[config.mk]
export PLATFORM = sky130hd
export DESIGN_NAME = uart_bus_loader
export DESIGN_NICKNAME = d
export VERILOG_FILES = /design/src/rtl/uart_bus_loader.sv
export SDC_FILE = /design/constraint.sdc
export NUM_CORES = 1
export LEC_CHECK = 0
export CORE_UTILIZATION = 25
export CTS_BUF_LIST = sky130_fd_sc_hd__clkbuf_2 sky130_fd_sc_hd__clkbuf_4 sky130_fd_sc_hd__clkbuf_8
export DETAILED_ROUTE_END_ITERATION = 12
export GPL_ROUTABILITY_DRIVEN = 0
export GPL_TIMING_DRIVEN = 0
export HOLD_SLACK_MARGIN = 0.08
export SLEW_MARGIN = 25
export SYNTH_ARGS = -nofsm -noshare
export SYNTH_HDL_FRONTEND = slang
export SYNTH_SLANG_ARGS = --single-unit
[constraint.sdc]
create_clock -name clk -period 3.5 [get_ports clk]
set_clock_uncertainty 0.15 [all_clocks]
set_input_delay 0.525 -clock clk [delete_from_list [all_inputs] [get_ports clk]]
set_output_delay 0.525 -clock clk [all_outputs]
set_load 0.005 [all_outputs]
[src/rtl/uart_bus_loader.sv]
// -----------------------------------------------------------------------------
// uart_bus_loader
//
// Bus master that streams a program image arriving on the UART receive byte
// path into SRAM over the shared system bus (master slot 5 of the bus
// controller).
//
// Frame on the byte stream:
//   len[7:0], len[15:8], then len words of 4 bytes each, little-endian.
// Each assembled word becomes one write transaction: an address phase
// (CMD_WRITE + byte address), a data phase (CMD_DATA + word), then a wait for
// CMD_DONE from the RAM device. The address starts at BASE_ADDR and steps by 4.
//
// Ports
//   clk            system clock
//   reset          synchronous, active-high
//   start          one-cycle pulse, arms the loader when idle
//   rx_data        received UART byte
//   rx_valid       rx_data valid this cycle
//   rx_ready       loader accepts a byte this cycle
//   bus_req        request to the bus controller
//   bus_ack        grant; the bus is owned while high
//   ctrl_in        shared bus control (CMD_DONE from RAM ends a write)
//   bus_out        address/data, driven only while granted, else 0
//   ctrl_out       command, driven only while granted, else 0
//   busy           armed and frame not finished
//   done           sticky, frame fully written
//   error          sticky, timeout / lost grant / receive overflow
//   words_written  completed write count
// -----------------------------------------------------------------------------
module uart_bus_loader #(
  parameter int                   D_WIDTH   = 32,
  parameter int                   C_WIDTH   = 8,
  parameter int                   LEN_WIDTH = 16,
  parameter logic [D_WIDTH-1:0]   BASE_ADDR = 32'h0,
  parameter logic [C_WIDTH-1:0]   CMD_WRITE = 8'h10,
  parameter logic [C_WIDTH-1:0]   CMD_DATA  = 8'h11,
  parameter logic [C_WIDTH-1:0]   CMD_DONE  = 8'h12,
  parameter int                   TIMEOUT   = 255
) (
  input  logic                 clk,
  input  logic                 reset,
  input  logic                 start,
  input  logic [7:0]           rx_data,
  input  logic                 rx_valid,
  output logic                 rx_ready,
  output logic                 bus_req,
  input  logic                 bus_ack,
  input  logic [C_WIDTH-1:0]   ctrl_in,
  output logic [D_WIDTH-1:0]   bus_out,
  output logic [C_WIDTH-1:0]   ctrl_out,
  output logic                 busy,
  output logic                 done,
  output logic                 error,
  output logic [LEN_WIDTH-1:0] words_written
);

  // Assembly register holds the first three bytes of a word; the fourth byte
  // goes straight into the holding register together with them.
  localparam int ASM_W = D_WIDTH - 8;
  localparam int TW    = $clog2(TIMEOUT + 1);
  localparam logic [TW-1:0] WAIT_LAST = TW'(TIMEOUT - 1);

  typedef enum logic [2:0] {
    RX_IDLE,
    RX_LEN0,
    RX_LEN1,
    RX_COLLECT,
    RX_FINISH
  } rx_state_t;

  typedef enum logic [2:0] {
    B_IDLE,
    B_REQ,
    B_ADDR,
    B_DATA,
    B_WAIT
  } bus_state_t;

  rx_state_t  rx_state, rx_next;
  bus_state_t b_state,  b_next;

  logic [7:0]           len_lo;
  logic [LEN_WIDTH-1:0] length;
  logic [LEN_WIDTH-1:0] length_in;
  logic [LEN_WIDTH-1:0] words_received;
  logic [ASM_W-1:0]     asm_reg;
  logic [1:0]           asm_cnt;
  logic [D_WIDTH-1:0]   hold_reg;
  logic                 hold_full;
  logic [D_WIDTH-1:0]   addr;
  logic [TW-1:0]        wait_cnt;

  logic armed_rx;
  logic collecting;
  logic byte_take;
  logic overflow;
  logic word_push;
  logic write_done;
  logic bus_fail;
  logic granted_phase;

  // ---------------------------------------------------------------------------
  // Handshake decode
  // ---------------------------------------------------------------------------
  assign length_in     = LEN_WIDTH'({rx_data, len_lo});
  assign armed_rx      = rx_state inside {RX_LEN0, RX_LEN1, RX_COLLECT};
  assign collecting    = (rx_state == RX_COLLECT) && (words_received != length);
  assign granted_phase = b_state inside {B_ADDR, B_DATA, B_WAIT};

  // A write completes only while the grant is still held.
  assign write_done = (b_state == B_WAIT) && bus_ack && (ctrl_in == CMD_DONE);

  // Losing the grant in any owned phase, or sitting in B_WAIT for TIMEOUT
  // cycles without CMD_DONE, aborts the whole load.
  assign bus_fail = granted_phase &&
                    (!bus_ack ||
                     ((b_state == B_WAIT) && (ctrl_in != CMD_DONE) &&
                      (wait_cnt == WAIT_LAST)));

  // Backpressure only when a 4th byte would have nowhere to go. A completing
  // write frees the holding register in the same cycle, so it can refill.
  assign rx_ready  = armed_rx &&
                     !((asm_cnt == 2'd3) && hold_full && !write_done);
  assign byte_take = rx_valid && rx_ready;
  assign overflow  = rx_valid && armed_rx && !rx_ready;
  assign word_push = byte_take && collecting && (asm_cnt == 2'd3);

  // ---------------------------------------------------------------------------
  // Receive state machine
  // ---------------------------------------------------------------------------
  // NOTE: every variable assigned in an always_comb gets a default first, so
  // no path leaves it unassigned and no latch is inferred.
  always_comb begin : rx_next_logic
    rx_next = rx_state;
    unique case (rx_state)
      RX_IDLE:    if (start) rx_next = RX_LEN0;
      RX_LEN0:    if (byte_take) rx_next = RX_LEN1;
      RX_LEN1:    if (byte_take) rx_next = (length_in == '0) ? RX_FINISH : RX_COLLECT;
      RX_COLLECT: if (words_written == length) rx_next = RX_FINISH;
      RX_FINISH:  if (words_written == length) rx_next = RX_IDLE;
      default:    rx_next = RX_IDLE;
    endcase
    if (bus_fail) rx_next = RX_IDLE;
  end

  // ---------------------------------------------------------------------------
  // Bus state machine
  // ---------------------------------------------------------------------------
  always_comb begin : bus_next_logic
    b_next = b_state;
    unique case (b_state)
      B_IDLE:  if (hold_full) b_next = B_REQ;
      B_REQ:   if (bus_ack) b_next = B_ADDR;
      B_ADDR:  b_next = B_DATA;
      B_DATA:  b_next = B_WAIT;
      B_WAIT:  if (write_done) b_next = B_IDLE;
      default: b_next = B_IDLE;
    endcase
    if (bus_fail) b_next = B_IDLE;
  end

  // ---------------------------------------------------------------------------
  // State and datapath registers
  // ---------------------------------------------------------------------------
  // NOTE: sequential state uses non-blocking assignments so every register
  // samples the pre-edge values, independent of statement order. Later
  // assignments in this block deliberately override earlier ones.
  always_ff @(posedge clk) begin
    if (reset) begin
      rx_state       <= RX_IDLE;
      b_state        <= B_IDLE;
      len_lo         <= '0;
      length         <= '0;
      words_received <= '0;
      words_written  <= '0;
      asm_reg        <= '0;
      asm_cnt        <= '0;
      hold_reg       <= '0;
      hold_full      <= 1'b0;
      addr           <= BASE_ADDR;
      wait_cnt       <= '0;
      done           <= 1'b0;
      error          <= 1'b0;
    end else begin
      rx_state <= rx_next;
      b_state  <= b_next;

      if (b_state == B_WAIT) wait_cnt <= wait_cnt + TW'(1);
      else                   wait_cnt <= '0;

      // Arming a new frame; start is ignored outside RX_IDLE.
      if ((rx_state == RX_IDLE) && start) begin
        done           <= 1'b0;
        error          <= 1'b0;
        words_written  <= '0;
        words_received <= '0;
        asm_cnt        <= '0;
        hold_full      <= 1'b0;
        addr           <= BASE_ADDR;
      end

      if (byte_take && (rx_state == RX_LEN0)) len_lo <= rx_data;
      if (byte_take && (rx_state == RX_LEN1)) length <= length_in;

      // Little-endian assembly: bytes enter at the top and shift down, so the
      // first byte of a word ends up in bits [7:0].
      if (byte_take && collecting) begin
        if (asm_cnt == 2'd3) begin
          hold_reg       <= {rx_data, asm_reg};
          asm_cnt        <= '0;
          words_received <= words_received + LEN_WIDTH'(1);
        end else begin
          asm_reg <= {rx_data, asm_reg[ASM_W-1:8]};
          asm_cnt <= asm_cnt + 2'd1;
        end
      end

      if (write_done) begin
        addr          <= addr + D_WIDTH'(4);
        words_written <= words_written + LEN_WIDTH'(1);
      end

      if (word_push)       hold_full <= 1'b1;
      else if (write_done) hold_full <= 1'b0;

      if (overflow) error <= 1'b1;

      if ((rx_state == RX_FINISH) && (words_written == length)) done <= 1'b1;

      // Abort drops any partially loaded data; there is no retry.
      if (bus_fail) begin
        error     <= 1'b1;
        hold_full <= 1'b0;
        asm_cnt   <= '0;
      end
    end
  end

  // ---------------------------------------------------------------------------
  // Outputs
  // ---------------------------------------------------------------------------
  assign busy = (rx_state != RX_IDLE);

  always_comb begin : bus_drive
    bus_req  = (b_state != B_IDLE);
    bus_out  = '0;
    ctrl_out = '0;
    // Shared bus lines are only driven while this master holds the grant.
    if (bus_ack) begin
      unique case (b_state)
        B_ADDR: begin
          ctrl_out = CMD_WRITE;
          bus_out  = addr;
        end
        B_DATA: begin
          ctrl_out = CMD_DATA;
          bus_out  = hold_reg;
        end
        default: ;
      endcase
    end
  end

endmodule

### Yosys cells after proc, flatten, opt, wreduce, memory -nomap -nowiden

Cells that the tools add are included.

| word-level totals | value |
|---|---|
| bits of input ports | 21 |
| bits in latches | 0 |
| bits in read-only memories | 0 |
| memories | 0 |
| RAM bits | 0 |
| flip-flop bits (word level) | 163 |

| operators by class | value |
|---|---|
| equal/unequal tests | 22 |
| magnitude comparators | 0 |
| bitwise operators | 2 |
| add/subtract/negate cells | 5 |
| muxes and demuxes | 31 |
| multipliers | 0 |
| shift operators | 0 |
| divide/modulo/power cells | 0 |
| reduce and logical (&&, ||, !) cells | 41 |

Operators by type and width:

| kind | number |
|---|---|
| $mux W32 | 3 |
| $mux W16 | 5 |
| $pmux W32 S2 | 1 |
| $add A16 B1 Y16 const B | 2 |
| $add A32 B3 Y32 const B | 1 |
| $pmux W3 S5 | 2 |
| $mux W3 | 9 |
| $logic_and A1 B1 Y1 | 18 |
| $reduce_bool A3 Y1 | 6 |
| $eq A16 B16 Y1 | 1 |
| $logic_not A16 Y1 | 1 |
| $ne A16 B16 Y1 | 1 |
| $ne A2 B2 Y1 const B | 7 |
| $eq A3 B2 Y1 const B | 4 |
| $pmux W5 S2 | 1 |
| $add A8 B1 Y8 const B | 1 |
| $eq A8 B5 Y1 const B | 1 |
| $eq A8 B8 Y1 const B | 1 |
| $ne A8 B5 Y1 const B | 1 |
| $eq A3 B1 Y1 const B | 2 |
| $eq A3 B3 Y1 const B | 2 |
| $logic_not A3 Y1 | 2 |
| $mux W1 | 6 |
| $mux W2 | 3 |
| other kinds (12) | 20 |

### Depth between registers and ports, before layout

Gate-level depths: netlist (run 1).

| depth | value |
|---|---|
| depth after elaboration | 11 |
| mapped depth | 8 |
| mapped depth without buffers | 7 |

### Least setup slack after synthesis (run 1)

No wires, ideal clock.

| timing | value |
|---|---|
| path kind | input port to flip-flop |
| start point | input ctrl_in[0] |
| end point | register words_received[6] |
| path buffers | 0 |
| data required time | 3.227 ns |
| arrival | 2.008 ns |
| stages | 5 |
| setup slack | 1.219 ns |
| cell sequence | nor4_4 nand4_2 a21o_1 or4b_1 mux2_1 |

| between the ends | value |
|---|---|
| cells in the longest elaborated chain, start to end | 9 |

RTL lines:

| item | RTL line | text |
|---|---|---|
| from (decl) | 49 | `input logic [C_WIDTH-1:0] ctrl_in,` |
| $eq A8 B5 Y1 | 112 | `assign write_done = (b_state == B_WAIT) && bus_ack && (ctrl_in == CMD_DONE);` |
| $logic_and A1 B1 Y1 | 112 |  |
| $logic_not A1 Y1 | 124 | `!((asm_cnt == 2'd3) && hold_full && !write_done);` |
| $logic_and A1 B1 Y1 | 124 |  |
| $logic_not A1 Y1 | 124 |  |
| $logic_and A1 B1 Y1 | 123 | `assign rx_ready = armed_rx &&` |
| $logic_and A1 B1 Y1 | 125 | `assign byte_take = rx_valid && rx_ready;` |
| $logic_and A1 B1 Y1 | 208 | `if (byte_take && collecting) begin` |
| $mux W16 | 208 |  |
| to (signal assigned) | 212 | `words_received <= words_received + LEN_WIDTH'(1);` |
| to (decl) | 86 | `logic [LEN_WIDTH-1:0] words_received;` |

Every way passes these cells.
A chain may end at the register's enable or synchronous reset.

### Worst setup path after layout (run 1)

| timing | value |
|---|---|
| start point | register b_state[1] |
| end point | output bus_out[22] |

| between the ends | value |
|---|---|
| cells in the longest elaborated chain, start to end | 3 |

RTL lines:

| item | RTL line | text |
|---|---|---|
| from (decl) | 81 | `bus_state_t b_state, b_next;` |
| from (signal assigned) | 187 | `b_state <= b_next;` |
| $eq A3 B2 Y1 | 251 | `unique case (b_state)` |
| $pmux W32 S2 (*) | 251 |  |
| $mux W32 (*) | 250 | `if (bus_ack) begin` |
| to (decl) | 50 | `output logic [D_WIDTH-1:0] bus_out,` |

Every way passes the cells marked *; elsewhere a longest branch is shown, timed or not.

==> reports/qor.txt, run 1 <==
Outcome: finished, final reports clean
WL final: 25.6 mm
Maximum root-to-sink buffer count: 2
Yosys reg bits: 161
Largest net degree at the start of global routing: 17
Post-Syn Area per Cell: 8.52 µm²
Antenna Cells: 0
Worst setup margin: 0.160 ns
Ys async rst share: 0%
# IOs: 82
Main area contributors after synthesis: dfxtp_1, mux2i_1, xor2_1
Mapped Cells: 952
Synth unique cells: 65
Pre-CTS setup slack: 0.00221 ns
DP Wirelength: 19.5 mm
Final hold slack: 0.324 ns
Largest family of logic cells by synthesized area: simple AND/OR/NAND/NOR gates
Worst-margin pin slew: 0.750 ns
Die height: 182 µm
Wire per inst: 17.4 µm
Min Tclk post-route: 3.34 ns
Pwr/cell area: 463 nW/µm²
Cts repair resizes: 0
Hold EP: wait_cnt[0]
Fin area: 9850 µm²
RR Endpoint: addr[19]
Hold_buf cts: 0
Count leader, synth: dfxtp_1
Die width: 182 µm
Total CTS buffers: 17
Final Cycle Share: 95.4%
Slew Viols, Final: 0
H-tree depth: 4
Max incr delay on CP: 0.56 ns
Initial antenna violation count: 0
Largest register FFs: 32
Worst VDD drop: 253 µV
Initial Util: 25.6%
Vias in the first global route: 6,969
Die area: 33,200 µm²
Layout area overhead: 21.4%
Post-Synth XOR/XNOR Area: 5.51%
Worst-path cell chain: nor2b_1 > nand2_1 > buf_1 > nor2_1 > clkdlybuf4s50_1
Clock root buffer: clkbuf_8
Mux cell area share after synthesis: 8.34%
Fmax: 299 MHz
Leak: 3.53 nW
Clock Latency Late Sink: 0.46 ns
Critical-path top delay cell: clkdlybuf4s50_1
Simple-gate area share of the yosys netlist: 26.0%
Clock sink count: 161
Power Total: 4.56 mW
Compound-gate portion of the synthesized area: 14.6%
Area leader, netlist: dfxtp_1
TritonCTS clock tree: built
Worst path top cell family by delay: buffers and inverters
Final setup viols: 0
Setup TNS: 0 ns
ANT nets after route: 0
Share of the synthesized area in the top cell type: 39.7%
Layout fillers: 3,334
Grt total ovfl: 0
First-pass GRT wire length: 39.6 mm
Vias: 7,482
MaxCap Viol Count: 0
Clock transition at path regs: 0.09 ns
Worst r2r path cells: 7
Top_reg_cell synth: dfxtp_1
Area of the core: 31,700 µm²
Critical Path AT: 2.66 ns
Crit path buffers/inverters: 2
Worst R2R Setup Slack: 0.77 ns
Hold Crit Depth: 1
Critical Path End Type: output pin
Multi-input logic area: 4520 µm²
Post-DP Area: 9380 µm²
Hold/Removal Path Class: reg2reg
Port Buf Inserts: 74
Vias per cell: 5.11
Crit Path Max Fanout: 10
Hold Violations, Final: 0
Number of flops mapped to enable cells by yosys: 0
GRT Util Overall: 15.4%
Postcts setup bufs: 0
Hold Startpoint: wait_cnt[0]
Launch point of the worst reg-to-reg path: b_state[1]
Layout cells sized above 1: 7.53%
First drt pass iteration count: 5
Synthesized area: 8110 µm²
Number of synthesis warnings: 0
RSZ-0062 raised after global routing: no
Slew HR: 50.0%
Drt drc: 0
Worst Setup SP: b_state[1]
FP Rows: 65
Final nets: 1,077
1st-iter DRT viols: 516
Post-synth top cells: dfxtp_1, nor2_1, nand3_1, a21oi_1, o21ai_0
Req. time, crit path: 2.82 ns
WS Path Type: reg2out
Adder-Cell Fraction of Synth Area: 0.925%
Crit start category: flip-flop
FF/Latch Area: 3220 µm²
Post-synthesis sequential area ratio: 39.7%
final cells by class:
cell class / instances / share of cell area, %
Clock inverter: 13 / 2.11
Timing Repair Buffer: 74 / 7.52
Buffer: 74 / 3.53
Sequential cell: 161 / 32.7
Multi-Input combinational cell: 710 / 45.9
Inverter: 12 / 0.457
Tap cell: 402 / 5.11
Clock buffer: 19 / 2.66
routing by layer:
metal,part of all wire (%),GRT usage [%],up-vias
li1,-,-,3628
met1,45,19.9,3560
met2,46,25.0,253
met3,6.4,3.07,41
met4,2.8,6.52,0
met5,0,0,-
power by group:
group	total (mW)	leakage [nW]	internal (mW)	switching, mW
Clock	1.61	0.236	0.889	0.724
Combinational	1.03	1.99	0.297	0.729
Sequential	1.92	1.30	1.87	0.0469
Total	4.56	3.53	3.06	1.50
placed cells by master (no fill, tap or decap), types with 4 or more instances in the layout:
cell type | netlist | routed
a31oi_1 | 8 | 8
o31ai_1 | 5 | 5
or4_1 | 6 | 6
clkbuf_1 | 36 | 36
o21ai_0 | 64 | 64
o211ai_1 | 21 | 21
and3_1 | 19 | 19
clkbuf_8 | 0 | 19
nand3b_1 | 22 | 22
ha_1 | 6 | 6
a21oi_1 | 67 | 67
dfxtp_1 | 161 | 161
bufinv_16 | 0 | 5
xor2_1 | 46 | 46
nor2_1 | 82 | 82
nand4_1 | 24 | 24
buf_1 | 6 | 5
mux2i_1 | 62 | 62
clkbuf_2 | 3 | 4
nand3_1 | 72 | 72
buf_4 | 9 | 9
a311oi_1 | 6 | 6
mux2_2 | 4 | 4
and2_1 | 4 | 4
buf_2 | 19 | 19
nand2_1 | 40 | 40
and4_1 | 4 | 4
or3_1 | 16 | 16
conb_1 | 1 | 6
clkdlybuf4s50_1 | 0 | 74
xnor2_1 | 5 | 5
nand2b_1 | 44 | 44
nor3_1 | 12 | 12
nor4_1 | 12 | 12
inv_1 | 12 | 12
metrics by stage:
| stage | util [%] | cells |
|---|---|---|
| 6_report | 31.0 | 1465 |
| 5_1_grt | 31.0 | 1465 |
| 4_1_cts | 31.0 | 1465 |
| 3_5_place_dp | 29.6 | 1433 |
| 3_3_place_gp | 29.6 | 1433 |
| 2_1_floorplan | - | 957 |
worst max path at each step:
stage / endpoint / slack [ns] / depth (start not counted)
after floorplan: words_received[6] / 1.22 / 5
after global placement: words_written[9] / 0.06 / 8
after detailed placement: addr[19] / 0.002 / 8
after CTS: bus_out[30] / 0.04 / 5
after global routing: bus_out[22] / 0.01 / 5
final: bus_out[22] / 0.16 / 5
cell families (layout without fill, tap and decap cells):
logic type,count (synthesis),after routing
buf+inv,86,192
mux,67,67
simple gates,381,381
xor+xnor,51,51
flops,161,161
fa+ha+maj,6,6
other cells,1,6
compound gates,199,199
Note: power is estimated with default switching activity, not from simulation.
==> run 2, diff against run 1 <==
--- a/config.mk
+++ b/config.mk
@@ -11,6 +11,7 @@
 export GPL_ROUTABILITY_DRIVEN = 0
 export GPL_TIMING_DRIVEN = 0
 export HOLD_SLACK_MARGIN = 0.08
+export PLACE_DENSITY_LB_ADDON = 0.05
 export SLEW_MARGIN = 25
 export SYNTH_ARGS = -nofsm -noshare
 export SYNTH_HDL_FRONTEND = slang
==> reports/qor.txt, run 2 (synthesis gave the netlist of run 1 again) <==
Req. time, crit path: 2.82 ns (about the same)
Fin area: 9780 µm² (was 9850 µm²)
GRT Util Overall: 17.9% (was 15.4%)
Final setup viols: 0 (unchanged)
Maximum root-to-sink buffer count: 2 (unchanged)
WL final: 29.3 mm (was 25.6 mm)
Crit start category: flip-flop (unchanged)
First-pass GRT wire length: 44.3 mm (was 39.6 mm)
Post-DP Area: 9380 µm² (unchanged)
Wire per inst: 19.9 µm (was 17.4 µm)
H-tree depth: 4 (unchanged)
Postcts setup bufs: 0 (unchanged)
Worst-margin pin slew: 0.865 ns (was 0.750 ns)
Leak: 3.49 nW (was 3.53 nW)
Total CTS buffers: 17 (unchanged)
Clock sink count: 161 (unchanged)
Clock Latency Late Sink: 0.48 ns (was 0.46 ns)
Grt total ovfl: 0 (unchanged)
RSZ-0062 raised after global routing: no (unchanged)
Hold_buf cts: 0 (unchanged)
Initial antenna violation count: 0 (unchanged)
Largest register FFs: 32 (unchanged)
First drt pass iteration count: 5 (unchanged)
# IOs: 82 (unchanged)
Slew Viols, Final: 0 (unchanged)
Slew HR: 42.4% (was 50.0%)
Power Total: 4.39 mW (was 4.56 mW)
Pwr/cell area: 449 nW/µm² (was 463 nW/µm²)
Hold Violations, Final: 0 (unchanged)
Hold/Removal Path Class: reg2reg (unchanged)
Final Util: 30.8% (was 31.0%)
Fmax: 306 MHz (was 299 MHz)
Most frequent cells in the layout: dfxtp_1, nor2_1, clkdlybuf4s50_1 (unchanged)
Clock root buffer: clkbuf_8 (unchanged)
Area of the core: 31,700 µm² (unchanged)
Placed cells: 1,433 (unchanged)
Critical-path top delay cell: buf_1 (was clkdlybuf4s50_1)
Die height: 182 µm (unchanged)
Vias per cell: 4.94 (was 5.11)
ANT nets after route: 0 (unchanged)
DP Wirelength: 22.5 mm (was 19.5 mm)
Multi-input logic area: 4520 µm² (unchanged)
Layout fillers: 3,451 (was 3,334)
Layout area overhead: 20.5% (was 21.4%)
Min Tclk post-route: 3.26 ns (was 3.34 ns)
Initial Util: 25.6% (unchanged)
Final hold slack: 0.326 ns (was 0.324 ns)
WS Path Type: reg2out (unchanged)
Vias in the first global route: 6,899 (was 6,969)
MaxCap Viol Count: 0 (unchanged)
Layout cells sized above 1: 7.62% (was 7.53%)
Drt drc: 0 (unchanged)
Outcome: finished, final reports clean (unchanged)
Critical Path AT: 2.59 ns (was 2.66 ns)
Max incr delay on CP: 0.59 ns (was 0.56 ns)
Critical Path End Type: output pin (unchanged)
Final Cycle Share: 93.3% (was 95.4%)
Vias: 7,254 (was 7,482)
Final nets: 1,077 (unchanged)
Commonest non-fill, non-tap cell in the layout: dfxtp_1 (unchanged)
Crit Path Max Fanout: 10 (unchanged)
1st-iter DRT viols: 414 (was 516)
FP Rows: 65 (unchanged)
FF/Latch Area: 3220 µm² (unchanged)
Die area: 33,200 µm² (unchanged)
Layout Cells excl Fill: 1,468 (was 1,465)
Worst R2R Setup Slack: 0.70 ns (was 0.77 ns)
TritonCTS clock tree: built (unchanged)
Worst VDD drop: 232 µV (was 253 µV)
Largest net degree at the start of global routing: 17 (unchanged)
Port Buf Inserts: 74 (unchanged)
Cts repair resizes: 3 (was 0)
Worst-path cell chain: buf_2 > buf_1 > mux2i_1 > nor2_1 > clkdlybuf4s50_1 (was nor2b_1 > nand2_1 > buf_1 > nor2_1 > clkdlybuf4s50_1)
Die width: 182 µm (unchanged)
Clock transition at path regs: 0.09 ns (about the same)
[run 2: changes by cell type in the layout (fill, tap and decap cells not counted)]
cell / previous run / this run
clkinv_2: 3 / 2
diode_2: 0 / 3
clkinv_8: 0 / 1
clkdlybuf4s15_2: 0 / 1
clkbuf_2: 4 / 3
buf_2: 19 / 20
buf_1: 5 / 4
inv_6: 1 / 5
bufinv_16: 5 / 1
clkinvlp_4: 1 / 2
clkbuf_8: 19 / 17
inv_8: 0 / 1
[run 2: final timing paths]
path / start / end / depth (start not counted)
setup reg to reg: b_state[1] / addr[9] / 7
setup / recovery: b_state[0] / bus_out[13] / 5
hold / removal: asm_reg[3] / hold_reg[3] / 2
hold reg to reg: asm_reg[3] / hold_reg[3] / 2
[run 2: routing by layer]
layer / global-route usage (%) / wire length [µm]
met5: 0 / 0
met4: 4.13 / 309
met3: 2.69 / 782
met2: 27.5 / 12800
met1: 26.2 / 15400
[run 2: power breakdown]
group / leakage [nW] / switching [mW] / internal (mW)
Combinational: 2.00 / 0.769 / 0.297
Sequential: 1.30 / 0.0493 / 1.87
Clock: 0.192 / 0.820 / 0.584
[run 2: metrics by stage]
step                      TNS [ns]  setup slack (ns)
after CTS                        0             0.139
after global placement      -0.877           -0.0940
after detailed placement     -1.05            -0.109
after global routing             0            0.0207
final                            0             0.236
after floorplan                  0              1.22
[run 2: layout make-up]
cell class / count / area share [%]
flip-flops and latches: 161 / 33.0
clock buffers: 17 / 2.39
repair buffers: 74 / 7.58
multi-input cells: 710 / 46.2
inverters: 12 / 0.461
well taps: 402 / 5.14
diodes: 3 / 0.0768
clock inverters: 15 / 1.56
plain buffers: 74 / 3.63
[run 2: worst max-delay path: cells and delay by family (launching register included)]
family                 cells  cell delay (ns)
DFF                        1             0.38
muxes                      1             0.15
buffers and inverters      3             1.43
and+or+nand+nor            1             0.15
==> run 3, diff against run 2 <==
--- a/config.mk
+++ b/config.mk
@@ -5,6 +5,7 @@
 export SDC_FILE = /design/constraint.sdc
 export NUM_CORES = 1
 export LEC_CHECK = 0
+export CORE_MARGIN = 2
 export CORE_UTILIZATION = 25
 export CTS_BUF_LIST = sky130_fd_sc_hd__clkbuf_2 sky130_fd_sc_hd__clkbuf_4 sky130_fd_sc_hd__clkbuf_8
 export DETAILED_ROUTE_END_ITERATION = 12
==> reports/qor.txt, run 3 (synthesis gave the netlist of run 1 again) <==
Outcome: finished, final reports clean (unchanged)
Clock Power Share: 32.9% (was 32.0%)
# IOs: 82 (unchanged)
Worst VDD drop: 235 µV (was 232 µV)
RR Endpoint: words_written[0] (was addr[9])
Clock sink count: 161 (unchanged)
Leak: 3.51 nW (was 3.49 nW)
TritonCTS clock tree: built (unchanged)
Commonest non-fill, non-tap cell in the layout: dfxtp_1 (unchanged)
H-tree depth: 4 (unchanged)
1st-iter DRT viols: 428 (was 414)
Final hold slack: 0.319 ns (was 0.326 ns)
Hold/Removal Path Class: reg2reg (unchanged)
Die width: 184 µm (was 182 µm)
Sw power: 1.62 mW (was 1.64 mW)
Min Tclk post-route: 3.29 ns (was 3.26 ns)
Initial Util: 25.6% (unchanged)
GRT Util Overall: 17.9% (about the same)
Pre-CTS setup slack: -0.0993 ns (was -0.109 ns)
Antenna Cells: 0 (was 3)
Largest register FFs: 32 (unchanged)
ANT nets after route: 0 (unchanged)
Met1 usage: 26.0% (was 26.2%)
Hold EP: wait_cnt[0] (was hold_reg[3])
Fmax: 304 MHz (was 306 MHz)
Power Total: 4.47 mW (was 4.39 mW)
Grt total ovfl: 0 (unchanged)
Area of the core: 31,700 µm² (unchanged)
Worst r2r path cells: 7 (unchanged)
Layout area overhead: 20.8% (was 20.5%)
Met2 Track Usage GR: 27.8% (was 27.5%)
Switching part of the total: 36.3% (was 37.3%)
Die height: 184 µm (was 182 µm)
Worst setup margin: 0.212 ns (was 0.236 ns)
Fin area: 9800 µm² (was 9780 µm²)
Clock root buffer: clkbuf_8 (unchanged)
Hold Startpoint: wait_cnt[0] (was asm_reg[3])
Largest net degree at the start of global routing: 17 (unchanged)
Sequential share of power: 43.0% (was 43.8%)
Crit start category: input pin (was flip-flop)
Final Cycle Share: 93.9% (was 93.3%)
Worst R2R Setup Slack: 0.70 ns (about the same)
RSZ-0062 raised after global routing: no (unchanged)
MaxCap Viol Count: 0 (unchanged)
Max incr delay on CP: 0.58 ns (was 0.59 ns)
Hold Violations, Final: 0 (unchanged)
Clock Latency Late Sink: 0.47 ns (was 0.48 ns)
Launch point of the worst reg-to-reg path: b_state[1] (unchanged)
First-pass GRT wire length: 45.1 mm (was 44.3 mm)
Initial antenna violation count: 0 (unchanged)
Drt drc: 0 (unchanged)
Logic pwr share: 24.1% (was 24.3%)
Final setup viols: 0 (unchanged)
Crit Path Max Fanout: 6 (was 10)
Layout fillers: 3,440 (was 3,451)
WS Path Type: in2out (was reg2out)
Wire per inst: 20.1 µm (was 19.9 µm)
GR Util met3: 2.79% (was 2.69%)
Worst-margin pin slew: 0.916 ns (was 0.865 ns)
First drt pass iteration count: 7 (was 5)
Vias in the first global route: 7,116 (was 6,899)
Critical Path End Type: output pin (unchanged)
Most frequent cells in the layout: dfxtp_1, nor2_1, clkdlybuf4s50_1 (unchanged)
Layout cells sized above 1: 7.81% (was 7.62%)
Worst-path cell chain: clkdlybuf4s50_1 > and3b_1 > nand4_2 > and3_1 > nor3_1 > clkdlybuf4s50_1 (was buf_2 > buf_1 > mux2i_1 > nor2_1 > clkdlybuf4s50_1)
Hold_buf cts: 0 (unchanged)
Port Buf Inserts: 74 (unchanged)
Slew Viols, Final: 0 (unchanged)
Req. time, crit path: 2.82 ns (about the same)
FP Rows: 65 (unchanged)
Vias per cell: 4.95 (was 4.94)
Cell-internal power: 2.85 mW (was 2.75 mW)
Pwr/cell area: 456 nW/µm² (was 449 nW/µm²)
Total CTS buffers: 17 (unchanged)
Critical Path AT: 2.61 ns (was 2.59 ns)
Global route hottest layer: met2 (unchanged)
Hold Crit Depth: 1 (was 2)
DP Wirelength: 22.6 mm (was 22.5 mm)
Slew HR: 38.9% (was 42.4%)
Worst Setup SP: bus_ack (was b_state[0])
Post-DP Area: 9380 µm² (unchanged)
WL final: 29.5 mm (was 29.3 mm)
Crit path top cell by count: clkdlybuf4s50_1
Die area: 33,900 µm² (was 33,200 µm²)
Critical-path top delay cell: clkdlybuf4s50_1 (was buf_1)
Clock transition at path regs: 0.09 ns (about the same)
Final nets: 1,077 (unchanged)
Maximum root-to-sink buffer count: 2 (unchanged)
Vias: 7,247 (was 7,254)
Postcts setup bufs: 0 (unchanged)
-- run 3: cell count changes in the layout (fill, tap and decap cells not counted), sizes merged --
cell | before | now
bufinv | 1 | 2
clkbuf | 56 | 60
diode | 3 | 0
clkinvlp | 2 | 1
buf | 34 | 32
inv | 18 | 16
-- run 3: how the worst max path moves through the flow --
stage                     slack (ns)                end  cells past startpoint
after floorplan                 1.22  words_received[6]                      5
after global routing             0.1        bus_out[25]                      5
after detailed placement        -0.1   words_written[5]                      8
after global placement         -0.11   words_written[9]                      8
final                           0.21           rx_ready                      6
after CTS                       0.04        bus_out[18]                      5
-- run 3: power by group through the flow --
stage	sequential (mW)	clock, mW	combinational [mW]
floorplan	1.94	0	0.651
global placement	1.97	0	1.08
detailed placement	1.96	0	1.08
CTS	1.92	1.53	1.09
global route	1.93	1.60	1.18
finish	1.92	1.47	1.08
-- run 3: critical path: cells and delay by family --
kind                   cells  cell delay [ns]
and+or+nand+nor            4             0.98
buffers and inverters      2             1.11
-- run 3: final cells by class --
| cell class | count | area, µm² | area share, % |
|---|---|---|---|
| Multi-Input combinational cell | 710 | 4520 | 46.1 |
| Clock buffer | 19 | 255 | 2.61 |
| Clock inverter | 13 | 154 | 1.57 |
| Buffer | 74 | 357 | 3.64 |
| Timing Repair Buffer | 74 | 741 | 7.56 |
| Inverter | 12 | 45.0 | 0.460 |
| Sequential cell | 161 | 3220 | 32.9 |
| Tap cell | 402 | 503 | 5.13 |
-- run 3: timing repair --
item / CTS / global route
cloned: 0 / 0
setup endpoints to repair: 9 / 10
resized for setup: 2 / 3
-- run 3: metal layers --
metal	share of wire, %	vias to the layer above
li1	-	3639
met1	51	3463
met2	44	127
met3	3.4	18
met4	0.94	0
met5	0	-
-- run 3: metrics by stage --
stage	util, %	cells	setup TNS [ns]
2_1_floorplan	-	957	0
3_3_place_gp	29.6	1433	-1.07
3_5_place_dp	29.6	1433	-0.921
4_1_cts	30.9	1465	0
5_1_grt	30.9	1465	0
6_report	30.9	1465	0
